$ cat config.mk
export PLATFORM = sky130hd
export DESIGN_NAME = serial_add_ctrl
export DESIGN_NICKNAME = d
export VERILOG_FILES = /design/src/rtl/serial_add_pkg.sv /design/src/rtl/full_adder.sv /design/src/rtl/serial_add_ctrl.sv
export SDC_FILE = /design/constraint.sdc
export NUM_CORES = 1
export LEC_CHECK = 0
export CORE_ASPECT_RATIO = 1.4
export CORE_MARGIN = 2
export CORE_UTILIZATION = 40
export CTS_BUF_LIST = sky130_fd_sc_hd__clkbuf_8
export DETAILED_ROUTE_END_ITERATION = 8
export HOLD_SLACK_MARGIN = 0.1
export PLACE_DENSITY = 0.73
export SYNTH_ARGS = -nofsm -noshare
export SYNTH_HDL_FRONTEND = slang
export SYNTH_HIERARCHICAL = 1
export SYNTH_SLANG_ARGS = --single-unit
$ cat constraint.sdc
create_clock -name clk -period 1.95 [get_ports clk]
set_input_delay 0.2925 -clock clk [delete_from_list [all_inputs] [get_ports clk]]
set_output_delay 0.2925 -clock clk [all_outputs]
set_load 0.01 [all_outputs]
$ cat src/rtl/serial_add_pkg.sv
// Shared types and defaults for the bit-serial adder.
// Holds the controller state encoding and the operand width default.
package serial_add_pkg;

    localparam int WIDTH_DEFAULT = 8;

    typedef enum logic [1:0] {
        IDLE = 2'd0,
        RUN  = 2'd1,
        DONE = 2'd2
    } state_t;

endpackage

$ cat src/rtl/full_adder.sv
// One-bit full-adder cell.
// Time-shared by the serial adder, one bit per cycle.
module full_adder (
    input  logic a,
    input  logic b,
    input  logic cin,
    output logic sum,
    output logic cout
);

    assign sum  = a ^ b ^ cin;
    assign cout = (a & b) | (a & cin) | (b & cin);

endmodule

$ cat src/rtl/serial_add_ctrl.sv
// Bit-serial adder: one full-adder cell walks the operands LSB first.
// Valid/ready on both sides; the result is held in DONE until taken.
module serial_add_ctrl
    import serial_add_pkg::*;
#(
    parameter int WIDTH = WIDTH_DEFAULT
) (
    input  logic             clk,
    input  logic             rst_n,
    input  logic             in_valid,
    output logic             in_ready,
    input  logic [WIDTH-1:0] a,
    input  logic [WIDTH-1:0] b,
    input  logic             cin,
    output logic             out_valid,
    input  logic             out_ready,
    output logic [WIDTH-1:0] sum,
    output logic             cout,
    output logic             busy
);

    localparam int CW = $clog2(WIDTH);
    localparam logic [CW-1:0] LAST = CW'(WIDTH - 1);

    state_t          state_q;
    state_t          state_d;
    logic [CW-1:0]   cnt_q;
    logic [WIDTH-1:0] a_q;
    logic [WIDTH-1:0] b_q;
    logic            carry_q;
    logic [WIDTH-1:0] sum_q;
    logic            cout_q;

    logic            load;
    logic            step;
    logic            last;
    logic            fa_a;
    logic            fa_b;
    logic            fa_sum;
    logic            fa_cout;

    assign fa_a = a_q[cnt_q];
    assign fa_b = b_q[cnt_q];

    full_adder u_fa (
        .a    (fa_a),
        .b    (fa_b),
        .cin  (carry_q),
        .sum  (fa_sum),
        .cout (fa_cout)
    );

    // Next-state and handshake decode; all outputs default low.
    always_comb begin
        state_d   = state_q;
        in_ready  = 1'b0;
        out_valid = 1'b0;
        busy      = 1'b0;
        load      = 1'b0;
        step      = 1'b0;
        last      = 1'b0;
        unique case (state_q)
            IDLE: begin
                in_ready = 1'b1;
                if (in_valid) begin
                    load    = 1'b1;
                    state_d = RUN;
                end
            end
            RUN: begin
                busy = 1'b1;
                step = 1'b1;
                if (cnt_q == LAST) begin
                    last    = 1'b1;
                    state_d = DONE;
                end
            end
            DONE: begin
                out_valid = 1'b1;
                if (out_ready) begin
                    state_d = IDLE;
                end
            end
            default: begin
                state_d = IDLE;
            end
        endcase
    end

    // State register with synchronous reset.
    always_ff @(posedge clk) begin
        if (!rst_n) begin
            state_q <= IDLE;
        end else begin
            state_q <= state_d;
        end
    end

    // Operand capture, per-bit sum write-back and carry chaining.
    always_ff @(posedge clk) begin
        if (!rst_n) begin
            cnt_q   <= '0;
            a_q     <= '0;
            b_q     <= '0;
            carry_q <= 1'b0;
            sum_q   <= '0;
            cout_q  <= 1'b0;
        end else if (load) begin
            a_q     <= a;
            b_q     <= b;
            carry_q <= cin;
            cnt_q   <= '0;
        end else if (step) begin
            sum_q[cnt_q] <= fa_sum;
            carry_q      <= fa_cout;
            if (last) begin
                cout_q <= fa_cout;
            end else begin
                cnt_q <= cnt_q + CW'(1);
            end
        end
    end

    assign sum  = sum_q;
    assign cout = cout_q;

endmodule

### Word level (Yosys, flattened, before mapping)

Cells that the tools add are included.

| word-level totals | value |
|---|---|
| register bits after elaboration | 31 |
| bits of input ports | 21 |
| output and inout bits | 12 |
| logic and storage cells | 54 |

| operators by class | value |
|---|---|
| add/subtract/negate cells | 1 |
| magnitude comparators | 2 |
| eq/ne operators | 6 |
| multiplexer cells | 20 |
| bitwise gates (word level) | 10 |
| reduce and logical (&&, ||, !) cells | 8 |

Operator list:

| operator | count |
|---|---|
| $mux 1 | 12 |
| $bwmux 8 | 1 |
| $bmux 1 s3 | 2 |
| $mux 2 | 3 |
| $ne 2x2->1 const B | 3 |
| $pmux 2 s3 | 1 |
| $reduce_and 3->1 | 2 |
| $lt 3x4->1 const B | 1 |
| $reduce_and 2->1 | 2 |
| $add 3x1->3 const B | 1 |
| $and 1x1->1 | 3 |
| $demux 1 s3 | 1 |
| $eq 3x3->1 const B | 1 |
| $ge 3x1->1 const B | 1 |
| $not 1->1 | 3 |
| $eq 2x1->1 const B | 1 |
| $eq 2x2->1 const B | 1 |
| $logic_not 2->1 | 1 |
| $or 1x1->1 | 2 |
| $reduce_bool 2->1 | 1 |
| $reduce_or 2->1 | 1 |
| $xor 1x1->1 | 2 |
| $logic_and 1x1->1 | 1 |

### Logic depth before layout (Yosys ltp)

Gate-level depths: netlist of run 1.

| logic depth | value |
|---|---|
| depth in word-level cells | 7 |
| gate-level depth with buffers | 9 |
| mapped depth without buffers | 6 |

### Hierarchy

The synthesis of run 1 kept the hierarchy.

By module, submodules not included:

| module | times used | cells each | area each (µm²) | seq. area each (µm²) |
|---|---|---|---|---|
| serial_add_ctrl | 1 | 168 | 1,451.4 | 620.6 |
| full_adder | 1 | 1 | 20.0 | 0.0 |

### Worst setup path before layout of run 1

Ideal clock, no wire load.

| path | value |
|---|---|
| path kind | reg-to-reg |
| from | reg cnt_q[0] |
| to | reg sum_q[6], in the netlist sum[6] |
| arrival | 1,967 ps |
| required time | 1,880 ps |
| setup slack | -87 ps |
| stages on the path, launching flop included | 9 |
| path through | dfxtp_1 buf_2 mux2i_1 o221ai_1 o21bai_1 fa_1 buf_2 nand4_1 a21oi_1 |

| between the ends | value |
|---|---|
| word-level cells in the longest chain between the ends | 5 |

RTL lines:

| item | RTL line | RTL |
|---|---|---|
| start: declaration | serial_add_ctrl.sv:27 | `logic [CW-1:0] cnt_q;` |
| start signal: assignment | serial_add_ctrl.sv:119 | `cnt_q <= cnt_q + CW'(1);` |
| $bmux 1 s3 | serial_add_ctrl.sv:42 | `assign fa_a = a_q[cnt_q];` |
| $mux 1 (implied by the code) | serial_add_ctrl.sv:42 |  |
| net fa_a | serial_add_ctrl.sv:37 | `logic fa_a;` |
| $xor 1x1->1 (2 in series) | full_adder.sv:11 | `assign sum = a ^ b ^ cin;` |
| net fa_sum | serial_add_ctrl.sv:39 | `logic fa_sum;` |
| $bwmux 8 | serial_add_ctrl.sv:114 | `sum_q[cnt_q] <= fa_sum;` |
| end signal: indexed assignment | serial_add_ctrl.sv:114 |  |
| end: declaration | serial_add_ctrl.sv:31 | `logic [WIDTH-1:0] sum_q;` |

The timed path passes the listed nets, and every way through them passes these cells. The select of a mux whose other input is x is not followed.
A chain may end at the register's enable or synchronous reset.

### Worst setup path after layout of run 1

| path | value |
|---|---|
| from | reg cnt_q[1] |
| to | reg sum_q[7], in the netlist sum[7] |

Same word-level chain as after synthesis.

==> impl_metrics.env, run 1 <==
export IMPL_clock_path_buffers=2
export IMPL_max_vdd_ir_drop_uv=662
export IMPL_io_buffers=32
export IMPL_ioPinCount=33
export IMPL_setup_violations_final=6
export IMPL_crit_path_max_fanout=8
export IMPL_hold_ws_ns=0.455
export IMPL_power_density_nw_per_um2=718
export IMPL_p_leak_nw=0.756
export IMPL_max_slew_worst_pin_slew_ns=0.467
export IMPL_synth_seq_cells=31
export IMPL_clock_skew_ns=0.00645
export IMPL_rows=26
export IMPL_drtIter0Drc=29
export IMPL_clkSinkCount=31
export IMPL_min_from="a_q[1]"
export IMPL_synth_async_sr_flop_share=0
export IMPL_ys_seq_area_frac=0.422
export IMPL_track_usage=0.168
export IMPL_clk_latency_ns=0.28
export IMPL_fin_nets=235
export IMPL_ys_types=38
export IMPL_end_kind="register"
export IMPL_grt_pass1_vias=1234
export IMPL_start_util=0.411
export IMPL_dp_cells=246
export IMPL_antenna_found_initial=0
export IMPL_crit_slowest_cell="fa_2"
export IMPL_fp_dieW_um=55.3
export IMPL_grt_pass1_wl_um=5490
export IMPL_final_period_utilization=1.02
export IMPL_timing_rr_start="cnt_q[1]"
export IMPL_r2r_cells=7
export IMPL_postSynthCellCount=169
export IMPL_wl_per_cell_um=12.7
export IMPL_routed_wl_um=3220
export IMPL_synth_edf_count=0
export IMPL_cap_viol_max_count=0
export IMPL_cts_root_buf="clkbuf_8"
export IMPL_hold_viol_final=0
export IMPL_drcViolationCount=0
export IMPL_hold_class="reg2reg"
export IMPL_drt_pass1_iterations=4
export IMPL_ys_flop_type="dfxtp_1"
export IMPL_area_growth_pct=38.1
export IMPL_final_util=0.568
export IMPL_cp_start_kind="register"
export IMPL_gp_congestion=0.750
export IMPL_hold_depth=2
export IMPL_ctsHtreeMaxLevel=2
export IMPL_die_h_um=75.8
export IMPL_drv_slew=0
export IMPL_critPathArrivalTime_ns=2.14
export IMPL_synth_area_per_cell_sq_um=8.71
export IMPL_crit_type="reg2reg"
export IMPL_die_area_sq_um=4190
export IMPL_synth_nets=193
export IMPL_cts_tree="done"
export IMPL_violations="negative setup slack"
export IMPL_post_dp_hpwl_um=2410
export IMPL_instances_no_fill=254
export IMPL_ant_nets=0
export IMPL_nFillCells=340
export IMPL_drive_gt1_frac=0.212
export IMPL_status="complete, but fails checks"
export IMPL_finalCriticalPeriod_ns=1.99
export IMPL_cp_required_ns=2.10
export IMPL_slew_headroom=0.688
export IMPL_grt_max_degree=29
export IMPL_ys_warnings_count=6
export IMPL_crit_chain="buf_6, or4b_4, o221ai_2, o21bai_4, fa_2, nand4_1, a21oi_1"
export IMPL_crit_path_max_incr_delay_ns=0.53
export IMPL_n_antenna_cell=0
export IMPL_overflow=0
export IMPL_vias=1285
export IMPL_setup_slack_ns=-0.0413
export IMPL_syn_area_sq_um=1470
export IMPL_clkSlewWorstSetupHoldPaths_ns=0.07
export IMPL_rsz0062_at_grt="true"
export IMPL_cts_buffers_inserted=5
export IMPL_power_mw=1.46
export IMPL_ctsHoldBuffers=0
export IMPL_fmax_mhz=502
export IMPL_coreArea_sq_um=3580
export IMPL_worstSetupStartpoint="cnt_q[1]"
export IMPL_post_cts_buffers=0
export IMPL_viasPerCell=5.06
==> worst paths after layout <==
check | endpoint | slack [ns]
max | sum[7] | -0.04
min | a_q[1] | 0.45
max reg2reg | sum[7] | -0.04
min reg2reg | a_q[1] | 0.45
==> sequential cells by signal (all words and copies together), names as in the netlist <==
signal and count:
sum 8, a_q 8, cnt_q 3, b_q 8, state_q 2, carry_q 1
cout 1
==> metal layers <==
layer  up-vias  routed length [um]  track usage
li1        666                   -            -
met1       586                1200        0.175
met2        27                1800        0.317
met4         0                 102       0.0894
met5         -                   0            0
met3         6                 110       0.0390
==> critical path, delay by kind of cell, from the launching register on <==
kind / cells / cell delay, ns
adders and majority gates: 1 / 0.53
DFF: 1 / 0.34
AOI/OAI and AO/OA: 3 / 0.28
buffers and inverters: 1 / 0.12
and+or+nand+nor: 2 / 0.59
==> Yosys cell counts, types with 3 or more instances <==
cell type,n,area share
o21ai_0,7,0.024
nor2_1,8,0.020
nand2b_1,3,0.013
buf_6,3,0.023
nand2_1,36,0.092
nand3_1,7,0.024
mux2i_1,7,0.048
nor2b_1,3,0.013
a21oi_1,27,0.092
buf_2,5,0.017
dfxtp_1,31,0.42
==> repair_timing <==
action,4_1_cts,5_1_grt
pin swaps,3,3
endpoints found under the setup margin,9,10
gates resized for setup,9,8
==> through the flow <==
step | setup WS, ns | area [sq um] | setup TNS [ns]
finish | -0.0413 | 2030 | -0.169
global route | -0.140 | 2030 | -0.858
CTS | -0.00827 | 2000 | -0.0281
detailed placement | -0.140 | 1870 | -0.970
global placement | -0.0726 | 1870 | -0.486
floorplan | 0.000966 | 1480 | 0
==> report_power, final <==
group / internal, mW / leakage [nW] / switching [mW] / total, mW
clock network: 0.317 / 0.0557 / 0.236 / 0.552
registers: 0.662 / 0.255 / 0.0251 / 0.687
logic: 0.119 / 0.446 / 0.100 / 0.219
==> cell usage in the layout, fill, tap and decap left out, drive strengths merged <==
master and count:
o221ai 1, o221a 1, nand4 2, a221oi 1
inv 2, nor2 8, nand2 36, xnor2 1
clkbuf 7, or3b 2, and3b 2, nand3b 2
nor3 1, dfxtp 31, ha 2, fa 1
nor2b 3, mux2 1, mux2i 7, or4b 1
a2bb2oi 1, nor3b 3, buf 15, nand3 7
o21bai 1, a211oi 1, a21oi 27, o31ai 2
clkdlybuf4s50 32, nand2b 3, and2b 1, o21ai 7
==> layout make-up <==
type,instances,area [sq um],area share
Clock inverter,1,3.75,0.00185
Sequential cell,31,628,0.309
Timing Repair Buffer,47,437,0.215
Tap cell,42,52.6,0.0259
Inverter,1,3.75,0.00185
Multi-Input combinational cell,125,811,0.399
Clock buffer,7,96.3,0.0474
==> cell families (layout without fill, tap and decap cells) <==
family / after synthesis / count (layout) / share of synthesized area
AND/OR/NAND/NOR: 71 / 71 / 0.255
adder cells (fa/ha/maj): 3 / 3 / 0.0306
flip-flops: 31 / 31 / 0.422
XOR/XNOR: 1 / 1 / 0.00595
AO/OA/AOI/OAI: 42 / 42 / 0.168
multiplexers: 8 / 8 / 0.0553
buffers and inverters: 13 / 56 / 0.0629
No activity file was read; power rests on OpenSTA's default activity.
==> inputs of run 2 (changes only) <==
Settings changed: SETUP_SLACK_MARGIN set to 0.2.
==> impl_metrics.env, run 2 (same netlist as run 1, synthesis figures left out) <==
export IMPL_coreArea_sq_um=3580
export IMPL_gp_congestion=0.798
export IMPL_wl_per_cell_um=12.6
export IMPL_cap_viol_max_count=0
export IMPL_post_dp_hpwl_um=2360
export IMPL_track_usage=0.172
export IMPL_fin_nets=238
export IMPL_place_area_sq_um=1870
export IMPL_p_leak_nw=0.781
export IMPL_dp_cells=243
export IMPL_vias=1307
export IMPL_drcViolationCount=0
export IMPL_grt_max_degree=29
export IMPL_status="finished, final reports clean"
export IMPL_grt_pass1_wl_um=5450
export IMPL_ctsHtreeMaxLevel=2
export IMPL_fp_dieW_um=55.3
export IMPL_overflow=0
export IMPL_rows=26
export IMPL_n_antenna_cell=0
export IMPL_ioPinCount=33
export IMPL_max_vdd_ir_drop_uv=519
export IMPL_cp_start_kind="register"
export IMPL_critPathArrivalTime_ns=2.09
export IMPL_routed_wl_um=3240
export IMPL_instances_no_fill=257
export IMPL_cp_required_ns=2.11
export IMPL_viasPerCell=5.09
export IMPL_slew_headroom=0.688
export IMPL_hold_ws_ns=0.454
export IMPL_area_growth_pct=42.5
export IMPL_start_util=0.411
export IMPL_io_buffers=32
export IMPL_finalCriticalPeriod_ns=1.94
export IMPL_die_h_um=75.8
export IMPL_cts_tree="done"
export IMPL_drtIter0Drc=26
export IMPL_r2r_cells=6
export IMPL_cts_root_buf="clkbuf_8"
export IMPL_worstReg2RegEnd="sum[6]"
export IMPL_clkSlewWorstSetupHoldPaths_ns=0.07
export IMPL_end_kind="register"
export IMPL_fmax_mhz=517
export IMPL_layout_common_cells="35 x nand2_1, 31 x clkdlybuf4s50_1, 26 x a21oi_1, 26 x dfxtp_1, 15 x buf_4"
export IMPL_worstSetupStartpoint="cnt_q[1]"
export IMPL_ant_nets=0
export IMPL_final_common_cell="nand2_1"
export IMPL_rsz0062_at_grt="true"
export IMPL_crit_type="reg2reg"
export IMPL_final_period_utilization=0.993
export IMPL_die_area_sq_um=4190
export IMPL_grt_pass1_vias=1243
export IMPL_drt_pass1_iterations=4
export IMPL_hold_class="reg2reg"
export IMPL_antenna_found_initial=0
export IMPL_cp_endpoint="sum[6]"
export IMPL_tns_ns=0
export IMPL_timing_rr_start="cnt_q[1]"
export IMPL_drv_slew=0
export IMPL_max_slew_worst_pin_slew_ns=0.468
export IMPL_clock_skew_ns=0.0101
export IMPL_clock_path_buffers=2
export IMPL_ff2ff_setup_slack_ns=0.01
export IMPL_setup_violations_final=0
export IMPL_crit_path_max_fanout=8
export IMPL_clk_latency_ns=0.29
export IMPL_clkSinkCount=31
export IMPL_drive_gt1_frac=0.242
export IMPL_cts_buffers_inserted=5
export IMPL_ctsHoldBuffers=0
export IMPL_hold_viol_final=0
export IMPL_power_density_nw_per_um2=745
export IMPL_fin_area_sq_um=2100
run 2: cell count changes in the layout (fill, tap and decap cells not counted), moves of 2 or more:
cell | previous run | this run
ha_1 | 2 | 0
nand3_1 | 4 | 7
buf_6 | 1 | 3
nand3_2 | 3 | 0
dfxtp_4 | 1 | 3
run 2: cell type report:
type                            count  area [sq um]
Clock buffer                        6          82.6
Clock inverter                      2          35.0
Fill cell                         343          1480
Inverter                            1          3.75
Multi-Input combinational cell    125           823
Sequential cell                    31           634
Tap cell                           42          52.6
Timing Repair Buffer               50           465
run 2: repair_timing:
action,4_1_cts,5_1_grt
resized for setup,13,9
pin swaps,4,2
setup buffers,5,1
endpoints found under the setup margin,12,14
run 2: worst min path at each step:
stage	cells past startpoint	to	start	slack [ns]
3_5_place_dp	2	a_q[3]	a_q[3]	0.44
6_report	2	a_q[3]	a_q[3]	0.45
4_1_cts	2	a_q[3]	a_q[3]	0.45
3_3_place_gp	2	a_q[4]	a_q[4]	0.44
5_1_grt	2	b_q[0]	b_q[0]	0.48
2_1_floorplan	2	a_q[0]	a[0]	0.43
run 2: power by group:
part           internal (mW)  leakage [nW]  switching (mW)
Combinational          0.124         0.464           0.100
Sequential             0.660         0.256          0.0240
Clock                  0.413        0.0612           0.241
run 2: metal layers:
metal / global-route usage / routed length (um) / vias up
li1: - / - / 675
met1: 0.167 / 1220 / 603
met2: 0.321 / 1810 / 23
met3: 0.0407 / 101 / 6
met4: 0.127 / 99 / 0
met5: 0 / 0 / -
run 2: worst max-delay path, cell delays in order (launching register included):
cell      delay (ns)
dfxtp_4         0.37
or4b_4          0.51
o221ai_2        0.08
o21bai_4        0.15
fa_2            0.51
nand4_1         0.12
a21oi_1         0.06
run 2: per-stage QoR:
stage,worst slack (ns),utilization,power [mW]
finish,0.0141,0.586,1.56
floorplan,0.0326,-,0.845
global placement,-0.0410,0.521,0.907
detailed placement,-0.0618,0.521,0.912
global route,-0.0742,0.586,1.63
CTS,0.0195,0.573,1.58
==> inputs of run 3 (changes only) <==
Settings changed: CAP_MARGIN set to 20, SETUP_SLACK_MARGIN 0.2 to 0.3.
==> impl_metrics.env, run 3 (same netlist as run 1, synthesis figures left out) <==
export IMPL_clock_path_buffers=2
export IMPL_viasPerCell=5.07
export IMPL_p_int_mw=1.20
export IMPL_routed_wl_um=3330
export IMPL_ctsHtreeMaxLevel=2
export IMPL_crit_type="reg2reg"
export IMPL_clk_latency_ns=0.29
export IMPL_grt_max_degree=29
export IMPL_worstReg2RegEnd="sum[7]"
export IMPL_final_common_cell="nand2_1"
export IMPL_grt_pass1_wl_um=5320
export IMPL_grt_pass1_vias=1212
export IMPL_cts_buffers_inserted=5
export IMPL_antenna_found_initial=0
export IMPL_end_kind="register"
export IMPL_post_dp_hpwl_um=2310
export IMPL_io_buffers=32
export IMPL_cts_tree="done"
export IMPL_n_antenna_cell=0
export IMPL_clkPwrFrac=0.416
export IMPL_drcViolationCount=0
export IMPL_area_growth_pct=45.4
export IMPL_cp_start_kind="register"
export IMPL_cp_required_ns=2.11
export IMPL_ff2ff_setup_slack_ns=0.003
export IMPL_fp_dieW_um=55.3
export IMPL_setup_violations_final=0
export IMPL_slew_headroom=0.673
export IMPL_fmax_mhz=514
export IMPL_nFillCells=326
export IMPL_drv_slew=0
export IMPL_wl_per_cell_um=12.9
export IMPL_fin_nets=239
export IMPL_cap_viol_max_count=0
export IMPL_power_density_nw_per_um2=733
export IMPL_start_util=0.411
export IMPL_crit_path_max_fanout=8
export IMPL_min_from="a_q[6]"
export IMPL_worstSetupStartpoint="cnt_q[0]"
export IMPL_hold_viol_final=0
export IMPL_drt_pass1_iterations=4
export IMPL_cp_endpoint="sum[7]"
export IMPL_p_comb_frac=0.146
export IMPL_max_slew_worst_pin_slew_ns=0.489
export IMPL_finalCriticalPeriod_ns=1.95
export IMPL_gp_congestion=0.733
export IMPL_p_switching_mw=0.369
export IMPL_pwr_share_seq=0.439
export IMPL_die_h_um=75.8
export IMPL_clock_skew_ns=0.00801
export IMPL_cts_root_buf="clkbuf_8"
export IMPL_rows=26
export IMPL_die_area_sq_um=4190
export IMPL_coreArea_sq_um=3580
export IMPL_p_leak_nw=0.805
export IMPL_overflow=0
export IMPL_sw_frac_of_total=0.235
export IMPL_final_util=0.598
export IMPL_vias=1309
export IMPL_layout_common_cells="35 x nand2_1, 30 x clkdlybuf4s50_1, 26 x dfxtp_1"
export IMPL_clkSinkCount=31
export IMPL_status="finished, final reports clean"
export IMPL_track_usage=0.166
export IMPL_layout_area_seq_sq_um=634
export IMPL_drive_gt1_frac=0.255
export IMPL_ioPinCount=33
export IMPL_drtIter0Drc=27
export IMPL_critPathArrivalTime_ns=2.11
export IMPL_tns_ns=0
export IMPL_final_period_utilization=0.998
export IMPL_r2r_cells=6
export IMPL_hold_ws_ns=0.456
export IMPL_multi_input_area_sq_um=852
export IMPL_timing_rr_start="cnt_q[0]"
export IMPL_max_vdd_ir_drop_uv=535
export IMPL_hold_class="reg2reg"
export IMPL_rsz0062_at_grt="true"
export IMPL_ant_nets=0
export IMPL_clkSlewWorstSetupHoldPaths_ns=0.07
## run 3: critical path: stages (launching register included)
cell and delay (ns):
dfxtp_4 0.38, or4b_1 0.50, o221ai_1 0.08, o21bai_4 0.15
fa_2 0.52, nand4_1 0.13, a21oi_2 0.06
## run 3: final cells by class
class / count / share of cell area
multi-input combinational: 125 / 0.398
clock inverter: 2 / 0.0164
clock buffer: 6 / 0.0386
sequential: 31 / 0.296
inverter: 1 / 0.00175
tap: 42 / 0.0246
timing repair buffer: 51 / 0.224
## run 3: metrics by stage
step / power (mW) / std cells / setup WS, ns / instance area [sq um]
global placement: 0.899 / 244 / 0.0156 / 1870
detailed placement: 0.904 / 244 / -0.0325 / 1870
CTS: 1.56 / 256 / 0.0192 / 2080
floorplan: 0.845 / 169 / 0.0326 / 1510
finish: 1.57 / 258 / 0.00328 / 2140
global route: 1.62 / 258 / -0.0660 / 2140
## run 3: worst min path at each step
stage,endpoint,cells after the start
CTS,a_q[6],2
detailed placement,a_q[3],2
global route,a_q[6],2
global placement,b_q[1],2
finish,a_q[6],2
floorplan,a_q[0],2
## run 3: power groups by stage
stage / logic, mW / registers (mW) / clock network, mW
3_3_place_gp: 0.198 / 0.701 / 0
2_1_floorplan: 0.154 / 0.690 / 0
3_5_place_dp: 0.202 / 0.702 / 0
4_1_cts: 0.217 / 0.686 / 0.662
5_1_grt: 0.253 / 0.691 / 0.677
6_report: 0.228 / 0.688 / 0.652
## run 3: repair_timing
item	in CTS	in global routing
resized for setup	16	11
buffers inserted	4	2
hold buffers	0	0
pin swaps	4	9
gates cloned	0	0
endpoints found under the setup margin	14	15
## run 3: metal layers
metal	global-route usage	vias to the layer above	part of all wire
met5	0	-	0
met4	0.0921	0	0.023
met3	0.0374	7	0.029
met2	0.310	22	0.56
met1	0.174	603	0.39
li1	-	677	-
